[src/rtl/kernel_loader_if.sv]
// Bundles the configuration, weight-input and broadcast signals of kernel_loader.
// Handshake rule: a transfer occurs on a rising clk edge where valid and ready are both 1.
interface kernel_loader_if #(
  parameter int DATA_WIDTH = 16,
  parameter int NUM_COL    = 4
);
  logic                  cfg_valid;
  logic                  cfg_ready;
  logic [7:0]            cfg_kernel_size;
  logic                  w_valid;
  logic                  w_ready;
  logic [DATA_WIDTH-1:0] w_data;
  logic                  flush_kernel;
  logic [7:0]            kernel_size;
  logic [DATA_WIDTH-1:0] fltr_data;
  logic                  fltr_valid;
  logic [NUM_COL-1:0]    kernel_busy;
  logic                  load_done;
  logic                  err_size;

  // The environment side: config source, weight FIFO and the multicaster column.
  modport master (
    output cfg_valid, cfg_kernel_size, w_valid, w_data, kernel_busy,
    input  cfg_ready, w_ready, flush_kernel, kernel_size, fltr_data, fltr_valid,
           load_done, err_size
  );

  modport slave (
    input  cfg_valid, cfg_kernel_size, w_valid, w_data, kernel_busy,
    output cfg_ready, w_ready, flush_kernel, kernel_size, fltr_data, fltr_valid,
           load_done, err_size
  );
endinterface

[src/rtl/kernel_loader.sv]
// Buffers a whole filter kernel, then replays it as a gap-free broadcast burst
// to the multicaster column and waits for every weight buffer to go idle.
module kernel_loader #(
  parameter int DATA_WIDTH = 16,
  parameter int NUM_COL    = 4,
  parameter int MAX_KERNEL = 16
) (
  input  logic           clk,
  input  logic           rstn,
  kernel_loader_if.slave bus,
  output logic [2:0]     dbg_state
);
  localparam int IDX_W = (MAX_KERNEL > 1) ? $clog2(MAX_KERNEL) : 1;

  typedef enum logic [2:0] {
    IDLE     = 3'd0,
    COLLECT  = 3'd1,
    FLUSH    = 3'd2,
    BURST    = 3'd3,
    WAIT_ACK = 3'd4
  } state_e;

  state_e                state, state_n;
  logic [7:0]            size_q, size_n;
  logic [IDX_W-1:0]      last_idx_q, last_idx_n;
  logic [IDX_W-1:0]      wr_cnt, wr_cnt_n;
  logic [IDX_W-1:0]      rd_cnt, rd_cnt_n;
  logic                  flush_q, flush_n;
  logic [7:0]            ksize_q, ksize_n;
  logic [DATA_WIDTH-1:0] data_q, data_n;
  logic                  valid_q, valid_n;
  logic                  done_q, done_n;
  logic                  err_q, err_n;
  logic                  mem_we;
  logic                  size_ok;
  logic [NUM_COL-1:0]    busy;
  logic [DATA_WIDTH-1:0] mem [MAX_KERNEL];

  assign busy    = bus.kernel_busy;
  assign size_ok = (bus.cfg_kernel_size != 8'd0) &&
                   (int'(bus.cfg_kernel_size) <= MAX_KERNEL);

  // Ready signals depend on the state register alone.
  assign bus.cfg_ready    = (state == IDLE);
  assign bus.w_ready      = (state == COLLECT);
  assign bus.flush_kernel = flush_q;
  assign bus.kernel_size  = ksize_q;
  assign bus.fltr_data    = data_q;
  assign bus.fltr_valid   = valid_q;
  assign bus.load_done    = done_q;
  assign bus.err_size     = err_q;
  assign dbg_state        = state;

  always_comb begin
    state_n    = state;
    size_n     = size_q;
    last_idx_n = last_idx_q;
    wr_cnt_n   = wr_cnt;
    rd_cnt_n   = rd_cnt;
    flush_n    = 1'b0;
    ksize_n    = ksize_q;
    data_n     = data_q;
    valid_n    = 1'b0;
    done_n     = 1'b0;
    err_n      = 1'b0;
    mem_we     = 1'b0;
    case (state)
      IDLE: begin
        if (bus.cfg_valid) begin
          if (size_ok) begin
            size_n     = bus.cfg_kernel_size;
            last_idx_n = IDX_W'(bus.cfg_kernel_size - 8'd1);
            wr_cnt_n   = '0;
            state_n    = COLLECT;
          end else begin
            err_n = 1'b1;
          end
        end
      end
      COLLECT: begin
        if (bus.w_valid) begin
          mem_we   = 1'b1;
          wr_cnt_n = wr_cnt + IDX_W'(1);
          if (wr_cnt == last_idx_q) begin
            flush_n = 1'b1;
            ksize_n = size_q;
            state_n = FLUSH;
          end
        end
      end
      FLUSH: begin
        // Output registers run one word ahead of rd_cnt so word 0 follows the flush directly.
        rd_cnt_n = '0;
        data_n   = mem[0];
        valid_n  = 1'b1;
        state_n  = BURST;
      end
      BURST: begin
        if (rd_cnt == last_idx_q) begin
          state_n = WAIT_ACK;
        end else begin
          rd_cnt_n = rd_cnt + IDX_W'(1);
          data_n   = mem[rd_cnt + IDX_W'(1)];
          valid_n  = 1'b1;
        end
      end
      WAIT_ACK: begin
        if (!(|busy)) begin
          done_n  = 1'b1;
          state_n = IDLE;
        end
      end
      default: state_n = IDLE;
    endcase
  end

  always_ff @(posedge clk or negedge rstn) begin
    if (!rstn) begin
      state      <= IDLE;
      size_q     <= '0;
      last_idx_q <= '0;
      wr_cnt     <= '0;
      rd_cnt     <= '0;
      flush_q    <= 1'b0;
      ksize_q    <= '0;
      data_q     <= '0;
      valid_q    <= 1'b0;
      done_q     <= 1'b0;
      err_q      <= 1'b0;
    end else begin
      state      <= state_n;
      size_q     <= size_n;
      last_idx_q <= last_idx_n;
      wr_cnt     <= wr_cnt_n;
      rd_cnt     <= rd_cnt_n;
      flush_q    <= flush_n;
      ksize_q    <= ksize_n;
      data_q     <= data_n;
      valid_q    <= valid_n;
      done_q     <= done_n;
      err_q      <= err_n;
    end
  end

  // Kernel storage carries no reset; a reset always restarts from a fresh collect.
  always_ff @(posedge clk) begin
    if (mem_we) mem[wr_cnt] <= bus.w_data;
  end
endmodule

[src/flat_wrapper.sv]
// flat-port wrapper written by rule: the top's interface ports become plain ports
module kernel_loader_flat 
#(
  parameter int DATA_WIDTH = 16,
  parameter int NUM_COL    = 4,
  parameter int MAX_KERNEL = 16
)
  (clk, rstn, dbg_state, bus_cfg_valid, bus_cfg_kernel_size, bus_w_valid, bus_w_data, bus_kernel_busy, bus_cfg_ready, bus_w_ready, bus_flush_kernel, bus_kernel_size, bus_fltr_data, bus_fltr_valid, bus_load_done, bus_err_size);
  kernel_loader_if #(.DATA_WIDTH(DATA_WIDTH), .NUM_COL(NUM_COL)) bus_i ();
  input  logic clk;
  input  logic rstn;
  output logic [2:0] dbg_state;
  input wire logic [$bits(bus_i.cfg_valid)-1:0] bus_cfg_valid;
  input wire logic [$bits(bus_i.cfg_kernel_size)-1:0] bus_cfg_kernel_size;
  input wire logic [$bits(bus_i.w_valid)-1:0] bus_w_valid;
  input wire logic [$bits(bus_i.w_data)-1:0] bus_w_data;
  input wire logic [$bits(bus_i.kernel_busy)-1:0] bus_kernel_busy;
  output wire logic [$bits(bus_i.cfg_ready)-1:0] bus_cfg_ready;
  output wire logic [$bits(bus_i.w_ready)-1:0] bus_w_ready;
  output wire logic [$bits(bus_i.flush_kernel)-1:0] bus_flush_kernel;
  output wire logic [$bits(bus_i.kernel_size)-1:0] bus_kernel_size;
  output wire logic [$bits(bus_i.fltr_data)-1:0] bus_fltr_data;
  output wire logic [$bits(bus_i.fltr_valid)-1:0] bus_fltr_valid;
  output wire logic [$bits(bus_i.load_done)-1:0] bus_load_done;
  output wire logic [$bits(bus_i.err_size)-1:0] bus_err_size;
  assign bus_i.cfg_valid = bus_cfg_valid;
  assign bus_i.cfg_kernel_size = bus_cfg_kernel_size;
  assign bus_i.w_valid = bus_w_valid;
  assign bus_i.w_data = bus_w_data;
  assign bus_i.kernel_busy = bus_kernel_busy;
  assign bus_cfg_ready = bus_i.cfg_ready;
  assign bus_w_ready = bus_i.w_ready;
  assign bus_flush_kernel = bus_i.flush_kernel;
  assign bus_kernel_size = bus_i.kernel_size;
  assign bus_fltr_data = bus_i.fltr_data;
  assign bus_fltr_valid = bus_i.fltr_valid;
  assign bus_load_done = bus_i.load_done;
  assign bus_err_size = bus_i.err_size;
  kernel_loader #(.DATA_WIDTH(DATA_WIDTH), .NUM_COL(NUM_COL), .MAX_KERNEL(MAX_KERNEL)) u_core (.clk(clk), .rstn(rstn), .bus(bus_i), .dbg_state(dbg_state));
endmodule
[config.mk]
export PLATFORM = sky130hd
export DESIGN_NAME = kernel_loader_flat
export DESIGN_NICKNAME = d
export VERILOG_FILES = /design/src/rtl/kernel_loader_if.sv /design/src/rtl/kernel_loader.sv /design/src/flat_wrapper.sv
export SDC_FILE = /design/constraint.sdc
export NUM_CORES = 1
export LEC_CHECK = 0
export ABC_AREA = 1
export BUFFER_PORTS_ARGS = -buffer_cell sky130_fd_sc_hd__buf_2
export CAP_MARGIN = 20
export CORE_UTILIZATION = 45
export DETAILED_ROUTE_END_ITERATION = 16
export PLACE_DENSITY_LB_ADDON = 0.05
export SETUP_SLACK_MARGIN = 0.2
export SYNTH_ARGS = -nofsm -noshare
export SYNTH_HDL_FRONTEND = slang
export SYNTH_SLANG_ARGS = --single-unit
[constraint.sdc]
create_clock -name clk -period 6.43 [get_ports clk]
set_input_delay 0.3215 -clock clk [delete_from_list [all_inputs] [get_ports clk]]
set_output_delay 0.3215 -clock clk [all_outputs]
set_load 0.05 [all_outputs]
* After elaboration in Yosys (flattened, before gate mapping) *
Memories as Yosys holds them, arrays and structs flattened.
Index checks and enable logic that the tools add are counted.

word-level totals
  bits in writable memories = 256
  flip-flop bits (word level) = 51
  bits in latches = 0
  memory bits (read-only) = 0
  memories = 1
  word-level logic and storage cells = 69
  output and inout bits = 33

memory list
  name        words  width  read ports  clocked after memory_dff  write ports  RTL line             text
  u_core.mem  16     16     2           0                         1            kernel_loader.sv:37  logic [DATA_WIDTH-1:0] mem [MAX_KERNEL];

operators by class
  muxes and demuxes = 29
  divide/modulo/power cells = 0
  shift operators = 0
  $lt $le $gt $ge = 1
  bitwise logic cells = 0
  multipliers = 0
  equal/unequal tests = 13
  reduce and logical (&&, ||, !) cells = 11
  add/sub/neg operators = 3

operator list
  cell                                                            number
  case mux 16 bit (2 select lines)                                1
  two-way mux 3 bit                                               6
  two-way mux 16 bit                                              1
  two-way mux 4 bit                                               4
  case mux 4 bit (2 select lines)                                 2
  case mux 3 bit (5 select lines)                                 1
  two-way mux 1 bit                                               13
  adder 4 x 1 -> 4 bit, second input constant                     2
  equality test 4 bit                                             2
  less-or-equal comparator 8 x 5 -> 1 bit, second input constant  1
  inequality test 2 bit, second input constant                    4
  nonzero test 8 bit                                              1
  equality test 3 x 2 -> 1 bit, second input constant             2
  inequality test 2 x 1 -> 1 bit, second input constant           3
  AND reduction 3 bit                                             2
  AND reduction 6 bit                                             1
  AND reduction 4 bit                                             1
  nonzero test 2 bit                                              2
  OR reduction 4 bit                                              1
  subtractor 4 x 1 -> 4 bit, second input constant                1
  equality test 3 x 1 -> 1 bit, second input constant             1
  equality test 3 bit, second input constant                      1
  zero test 3 bit                                                 1
  case mux 1 bit (2 select lines)                                 1
  2 further kinds                                                 2

* Logic depth before layout (Yosys ltp) *
Gate-level depths: netlist of the first run.

  depth in word-level cells = 5
  depth in mapped cells = 12

* Worst setup path after synthesis of the first run *
No wires, ideal clock.

  path type = register to register
  from = register u_core.state[0] (netlist: u_core.dbg_state[0])
  to = memory u_core.mem[0][0] (enable)
  library setup time = 388 ps
  arrival time = 2,514 ps
  buffers on the path = 0
  slack = 3,527 ps
  cell stages (with the launch flop) = 7
  cell sequence = dfrtp_1 -> inv_2 -> nor3_4 -> nand2_2 -> inv_1 -> nand2_1 -> nor2_1

on the way
  longest elaborated chain between the ends = 4

RTL lines
  what                                     RTL line              text
  start, declared                          kernel_loader.sv:23   state_e state, state_n;
  start signal, assigned                   kernel_loader.sv:131  state <= state_n;
  equality test 3 x 1 -> 1 bit             -
  net bus_w_ready                          flat_wrapper.sv:19    output wire logic [$bits(bus_i.w_ready)-1:0] bus_w_ready;
  two-way mux 1 bit                        kernel_loader.sv:67   case (state)
  two-way mux 1 bit                        kernel_loader.sv:147  if (mem_we) mem[wr_cnt] <= bus.w_data;
  two-way mux 1 bit (not written as such)  kernel_loader.sv:147
  end, declared                            kernel_loader.sv:37

The timed path passes the listed nets, and every way through them passes these cells.

* Worst setup path in the final report of the first run *
  from = register u_core.rd_cnt[0]
  to = register u_core.data_q[5] (netlist: u_core.bus.fltr_data[5])

on the way
  longest elaborated chain between the ends = 4
  elaborated cells on any way between the ends = 7
  those cells by class = add/sub (1); eq/ne (2); mux (2); reduce/logical (1); memory (1)

RTL lines
  what                              RTL line              text
  start, declared                   kernel_loader.sv:27   logic [IDX_W-1:0] rd_cnt, rd_cnt_n;
  start signal, assigned            kernel_loader.sv:135  rd_cnt <= rd_cnt_n;
  adder 4 x 1 -> 4 bit              kernel_loader.sv:103  data_n = mem[rd_cnt + IDX_W'(1)];
  memory read (16 x 16 bit)         -
  two-way mux 16 bit                kernel_loader.sv:99   if (rd_cnt == last_idx_q) begin
  case mux 16 bit (2 select lines)  kernel_loader.sv:67
  end signal, assigned              kernel_loader.sv:138  data_q <= data_n;
  end, declared                     kernel_loader.sv:30   logic [DATA_WIDTH-1:0] data_q, data_n;

Parallel ways exist; a longest one is shown, timed or not. The select of a mux whose other input is x is not followed.
A chain may end at the register's enable or synchronous reset.

==> results of run 1 <==
-- per-layer routing --
metal / track usage / routed length (um) / part of all wire / vias up
met3: 0.03828 / 2247 / 0.064 / 61
met4: 0.08406 / 1046 / 0.030 / 0
met2: 0.3607 / 15200 / 0.43 / 283
met5: 0 / 0 / 0 / -
met1: 0.3519 / 16650 / 0.47 / 4382
li1: - / - / - / 4478
-- Yosys cell counts (3+ instances only) --
cell type / n / area share
buf_6: 4 / 0.0034
buf_2: 29 / 0.011
o21a_1: 4 / 0.0022
xor2_1: 3 / 0.0020
o21ai_0: 18 / 0.0067
nand4_1: 4 / 0.0019
clkbuf_1: 22 / 0.0062
dfrtp_1: 51 / 0.095
inv_1: 151 / 0.042
nand2_1: 509 / 0.14
nor2_1: 50 / 0.014
nand3_1: 185 / 0.069
edfxtp_1: 256 / 0.57
inv_2: 5 / 0.0014
a21oi_1: 17 / 0.0064
buf_4: 3 / 0.0017
ha_1: 7 / 0.0065
-- cell usage in the layout (no fill, tap or decap), types with 15 or more instances in the layout --
cell type / netlist / final
nand2_1: 509 / 509
edfxtp_1: 256 / 256
nand3_1: 185 / 185
inv_1: 151 / 149
buf_2: 29 / 64
dfrtp_1: 51 / 50
clkbuf_16: 0 / 37
nor2_1: 50 / 36
buf_4: 3 / 26
o21ai_0: 18 / 18
a21oi_1: 17 / 17
nor2_2: 1 / 15
-- worst reg2reg max path, cell delays in order (launching register included) --
cell and delay, ns:
dfrtp_4 0.66, ha_2 0.40, buf_4 0.60, inv_2 0.53, buf_4 0.40, nand3_1 0.17, nand3_1 0.07, nand3_1 0.10
nand3_1 0.08, nand2_1 0.08, nand2_1 0.05
-- power by group through the flow --
stage               clock (mW)  sequential [mW]  combinational [mW]
detailed placement           0             2.56                2.05
global route              2.05             2.54                2.29
finish                    1.94             2.52                2.06
global placement             0             2.56                2.04
floorplan                    0             2.76                1.27
CTS                       1.98             2.52                2.06
-- per-stage QoR --
step,util,hold slack [ns],cells,instance area (sq um)
5_1_grt,0.5277,0.1001,1815,15310
4_1_cts,0.5267,0.06632,1814,15280
3_3_place_gp,0.4877,0.4629,1750,14150
2_1_floorplan,-,0.02591,1337,13400
3_5_place_dp,0.4880,0.4659,1751,14160
6_report,0.5277,0.07314,1815,15310
-- registers in the layout, summed over array words and instances, names as in the netlist, 3 cells and up --
name,count
u_core.mem,256
u_core.bus.fltr_data,16
u_core.bus.kernel_size,8
u_core.size_q,8
u_core.last_idx_q,4
u_core.rd_cnt,4
u_core.wr_cnt,4
u_core.dbg_state,3
-- path summary, 6_finish.rpt --
check	slack, ns	start	end	cells after the start
worst max-delay path	3.19	u_core.rd_cnt[0]$_DFFE_PN0P_	u_core.bus.fltr_data[5]$_DFFE_PN0P_	10
worst min-delay path	0.07	bus_kernel_busy[0]	u_core.bus.load_done$_DFF_PN0_	4
worst max register to register	3.19	u_core.rd_cnt[0]$_DFFE_PN0P_	u_core.bus.fltr_data[5]$_DFFE_PN0P_	10
worst min register to register	0.47	u_core.bus.fltr_data[8]$_DFFE_PN0P_	u_core.bus.fltr_data[8]$_DFFE_PN0P_	2
max in group asynchronous	5.39	rstn	u_core.rd_cnt[0]$_DFFE_PN0P_	3
min in group asynchronous	0.48	rstn	u_core.bus.fltr_data[8]$_DFFE_PN0P_	3
-- layout make-up --
cell class	count	area (sq um)	area share
Multi-Input combinational cell	813	3600	0.2351
Inverter	157	594.3	0.03882
Clock inverter	13	133.9	0.008745
Tap cell	384	480.5	0.03138
Sequential cell	307	8967	0.5857
Clock buffer	49	980.9	0.06407
Timing Repair Buffer	92	553.0	0.03612
-- cells by family (layout without fill, tap and decap cells) --
logic type,Yosys count,after routing,synth area share
buf+inv,217,311,0.06677
fa+ha+maj,7,7,0.006537
simple gates,758,758,0.2350
compound gates,40,40,0.01578
xor+xnor,8,8,0.006912
flops,307,307,0.6690
-- timing repair --
item                      4_1_cts  5_1_grt
hold buffers                    1        0
hold endpoints to repair       51        0
buffers inserted                0        0
==> key figures, run 1 <==
STA
  • Fin. max-slew vios: 0
  • Final WS setup: 3.191 ns
  • Slew of the pin with the lowest slew margin: 0.8532 ns
  • Tcrit/Tclk final: 0.5038
  • Tmin final: 3.239 ns
  • TNS Setup: 0 ns
  • RSZ-0062 raised after global routing: no
  • Fmax: 308.7 MHz
  • Final hold viol count: 0
  • Clock skew: 0.01506 ns
  • Worst rel slew slack: 0.4306
  • Setup Viol. Count Final: 0

Clock tree
  • Root Driver: clkbuf_16
  • Clock transition at path regs: 0.06 ns
  • Number of clock sinks: 307
  • PostCTS Resize Cnt: 0
  • CTS H-tree lvls: 2
  • TritonCTS clock tree: done
  • Total CTS buffers: 35
  • CTS Buffer Depth: 3
  • Clock Latency Late Sink: 0.51 ns

Detailed routing
  • Routed len/inst: 19.36 um
  • Number of detailed-route iterations in the first pass: 7
  • First DRT Iteration DRCs: 782
  • Remaining antenna violation count: 0
  • Via density per instance: 5.071
  • Via count: 9,204
  • # DRC: 0
  • DRT Wirelength: 35.14 mm

Global route
  • Vias in the first global route: 9,009
  • Largest net degree at the start of global routing: 99
  • First-pass GRT wire length: 54.63 mm
  • Initial antenna violation count: 0
  • Gr ovfl total: 0
  • Total track usage: 0.2396

Synth
  • Post-Syn Area: 13,400 sq um
  • Sequential share of the synthesized area: 0.6690
  • Async SR Flop Fraction: 0.1661
  • Synth Flop Type: edfxtp_1
  • Synth warn: 0
  • Post-synth EDFFs: 256
  • Synthesized area per cell: 10.02 sq um
  • Net Count, Synth: 1,376
  • Flop and latch count out of synthesis: 307
  • Unique masters post-synth: 30
  • Cell count after synthesis: 1,337

Critical path
  • Crit path max-delay family: buffers and inverters
  • Crit path top cell by count: nand3_1
  • CP Class: register to register
  • Slowest stage delay, CP: 0.66 ns
  • Slowest library cell on the worst path: dfrtp_4
  • Crit path buf inv count: 3
  • CP cell instances: ha_2, buf_4, inv_2, buf_4, nand3_1, nand3_1, nand3_1, nand3_1, nand2_1, nand2_1
  • Max FO, Critical Path: 65
  • Critical Path Source Type: register
  • Critical Path Sink Type: register
  • Crit path DAT: 3.64 ns
  • CP required: 6.83 ns

Floorplanning
  • Starting Density: 0.4618
  • Full die area: 30,470 sq um
  • Die X: 174.6 um
  • FP Rows: 62
  • Core footprint: 29,010 sq um
  • # IOs: 65
  • Die Ht: 174.6 um

Pwr
  • Reg power frac: 0.387
  • Power share of the combinational group: 0.315
  • PD cells: 426.1 nW/um^2
  • Total power: 6.524 mW
  • Leak: 6.588 nW
  • Clock power frac: 0.298
  • Peak VDD IR: 0.2337 mV
  • Net Sw Frac: 0.3720
  • P_int: 4.097 mW
  • Psw: 2.427 mW

Cells and area
  • Fillers: 2,622
  • Layout cell share with drive strength beyond 1: 0.1209
  • Synth-to-Final Area Change: 14.27%
  • Antenna cells: 0
  • Layout Nets: 1,445

Placed design
  • Final GP Congestion: 0.8147
  • Setup WS pre-CTS: 3.203 ns
  • PortBufs: 64
  • Post-DP HPWL: 19.79 mm

Run status
  • Status: finished, final reports clean

Flow run
  • Max-cap violations: 0

Min path
  • Type of the most critical hold path: input port to register
Note: power is estimated with default switching activity, not from simulation.
==> run 2, diff against run 1 <==
clock period = 2.8 ns   (was 6.43 ns; I/O delays follow)
==> key figures, run 2 (same netlist as run 1, synthesis figures left out) <==
Pwr
  • Net Sw Frac: 0.3728 (+0.0007899)
  • Psw: 5.638 mW (+130%)
  • Total power: 15.12 mW (+130%)
  • PD cells: 973.7 nW/um^2 (+130%)
  • Power share of the combinational group: 0.334 (+0.019)
  • Peak VDD IR: 0.5582 mV (+140%)
  • Clock power frac: 0.288 (-0.010)
  • Reg power frac: 0.379 (-0.008)
  • P_int: 9.486 mW (+130%)
  • Leak: 6.683 nW (+1.5%)

Floorplanning
  • # IOs: 65 (unchanged)
  • Full die area: 30,470 sq um (unchanged)
  • Starting Density: 0.4618 (unchanged)
  • Core footprint: 29,010 sq um (unchanged)
  • Die X: 174.6 um (unchanged)
  • Die Ht: 174.6 um (unchanged)
  • FP Rows: 62 (unchanged)

Detailed routing
  • Via density per instance: 5.032 (-0.77%)
  • Remaining antenna violation count: 0 (unchanged)
  • Via count: 9,209 (+0.054%)
  • Number of detailed-route iterations in the first pass: 5 (-2)
  • DRT Wirelength: 34.30 mm (-2.4%)
  • First DRT Iteration DRCs: 973 (+24%)
  • # DRC: 0 (unchanged)
  • Routed len/inst: 18.74 um (-3.2%)

Global route
  • Largest net degree at the start of global routing: 129 (+30%)
  • Gr ovfl total: 0 (unchanged)
  • Initial antenna violation count: 1 (+1)
  • Vias in the first global route: 8,805 (-2.3%)
  • Total track usage: 0.2301 (-0.009515)
  • First-pass GRT wire length: 52.93 mm (-3.1%)

Cells and area
  • Seq. cell area: 8967 sq um (unchanged)
  • Biggest register: u_core.mem
  • Commonest non-fill, non-tap cell in the layout: nand2_1
  • Footprint of the multi-input gates: 3605 sq um (+0.14%)
  • Fillers: 2,667 (+1.7%)
  • Layout Nets: 1,460 (+1.0%)
  • Layout cell share with drive strength beyond 1: 0.1260 (+0.005057)
  • Synth-to-Final Area Change: 15.93%
  • Commonest cells after routing, fill and taps aside: 509 x nand2_1, 256 x edfxtp_1, 185 x nand3_1
  • Largest register FFs: 256 (unchanged)

Clock tree
  • TritonCTS clock tree: done
  • CTS Buffer Depth: 3 (unchanged)
  • Clock Latency Late Sink: 0.50 ns (about the same)
  • Clock transition at path regs: 0.06 ns (about the same)
  • Number of clock sinks: 307 (unchanged)
  • Post-CTS Setup Inserts: 0 (unchanged)
  • CTS H-tree lvls: 2 (unchanged)
  • Root Driver: clkbuf_16
  • Total CTS buffers: 35 (unchanged)

STA
  • Fmax: 425.8 MHz (+38%)
  • Final hold viol count: 0 (unchanged)
  • Worst rel slew slack: 0.4923 (+0.06170)
  • Clock skew: 0.01059 ns (-0.004468 ns)
  • Tcrit/Tclk final: 0.8387 (+0.3349)
  • TNS Setup: 0 ns (unchanged)
  • Fin. max-slew vios: 0 (unchanged)
  • RSZ-0062 raised after global routing: no
  • Slew of the pin with the lowest slew margin: 0.7588 ns (-0.09443 ns)
  • Tmin final: 2.348 ns (-0.8910 ns)
  • Setup Viol. Count Final: 0 (unchanged)

Placed design
  • Post-DP HPWL: 20.58 mm (+4.0%)
  • PortBufs: 64 (unchanged)
  • Final GP Congestion: 0.8311 (+2.0%)

Critical path
  • Critical Path Source Type: register
  • Crit path DAT: 2.56 ns (-1.08 ns)
  • Critical Path Sink Type: register
  • CP required: 3.01 ns (-3.82 ns)
  • Max FO, Critical Path: 9 (-86%)
  • CP Class: register to register

Run status
  • Status: finished, final reports clean

Flow run
  • Max-cap violations: 0 (unchanged)

Min path
  • Type of the most critical hold path: input port to asynchronous set/reset pin
## run 2: changes by cell type in the layout (fill, tap and decap cells not counted), moves of 2 or more
cell | previous run | this run
buf_4 | 26 | 23
nor2_1 | 36 | 34
dlygate4sd3_1 | 1 | 10
nor2_2 | 15 | 17
clkbuf_1 | 11 | 7
clkinv_1 | 5 | 7
buf_12 | 0 | 10
## run 2: repair_timing
| item | CTS | global route |
|---|---|---|
| hold endpoints to repair | 51 | 0 |
| gates resized for setup | 0 | 0 |
| hold buffers | 10 | 0 |
## run 2: final timing paths
check / cells after the start / slack [ns] / end / startpoint
min in group clk: 1 / 0.05 / u_core.mem[15][8]$_DFFE_PP_ / bus_w_data[8]
max in group asynchronous: 3 / 2.33 / u_core.bus.flush_kernel$_DFF_PN0_ / rstn
min: 2 / 0.009 / u_core.bus.fltr_data[14]$_DFFE_PN0P_ / rstn
max: 6 / 0.45 / u_core.mem[3][12]$_DFFE_PP_ / u_core.dbg_state[2]$_DFFE_PN0P_
max reg2reg: 6 / 0.45 / u_core.mem[3][12]$_DFFE_PP_ / u_core.dbg_state[2]$_DFFE_PN0P_
min reg2reg: 2 / 0.47 / u_core.bus.fltr_data[5]$_DFFE_PN0P_ / u_core.bus.fltr_data[5]$_DFFE_PN0P_
## run 2: final cells by class
| cell class | instances | area share |
|---|---|---|
| clock buffers | 45 | 0.06219 |
| inverters | 157 | 0.03826 |
| well taps | 384 | 0.03093 |
| repair buffers | 107 | 0.05107 |
| diodes | 1 | 0.0001611 |
| flip-flops and latches | 307 | 0.5773 |
| clock inverters | 16 | 0.007975 |
| multi-input cells | 813 | 0.2321 |
## run 2: power by group through the flow
| stage | clock [mW] | combinational (mW) | sequential (mW) |
|---|---|---|---|
| finish | 4.35 | 5.05 | 5.73 |
| global route | 4.60 | 5.58 | 5.77 |
| CTS | 4.43 | 5.08 | 5.73 |
| detailed placement | 0 | 5.05 | 5.82 |
| global placement | 0 | 5.02 | 5.82 |
| floorplan | 0 | 2.93 | 6.33 |
## run 2: routing by layer
metal / part of all wire / global-route usage
met5: 0 / 0
met4: 0.019 / 0.05833
met1: 0.45 / 0.3293
met3: 0.054 / 0.02843
met2: 0.47 / 0.3732
## run 2: worst max-delay path: stages (launching register included)
cell and delay [ns]:
dfrtp_1 0.49, nor3_4 0.29, nand2_2 0.19, inv_1 0.22, nand2_1 0.20, nor2_2 0.41, buf_4 0.26
## run 2: per-stage QoR
stage,setup WS [ns],cells,instance area (sq um),utilization,hold WS [ns]
3_3_place_gp,0.5657,1757,14320,0.4936,0.3896
4_1_cts,0.4622,1828,15510,0.5346,0.03970
5_1_grt,0.2822,1829,15530,0.5353,0.009835
3_5_place_dp,0.4670,1757,14320,0.4936,0.3722
2_1_floorplan,0.1063,1337,13440,-,-0.1556
6_report,0.4517,1830,15530,0.5354,0.009246
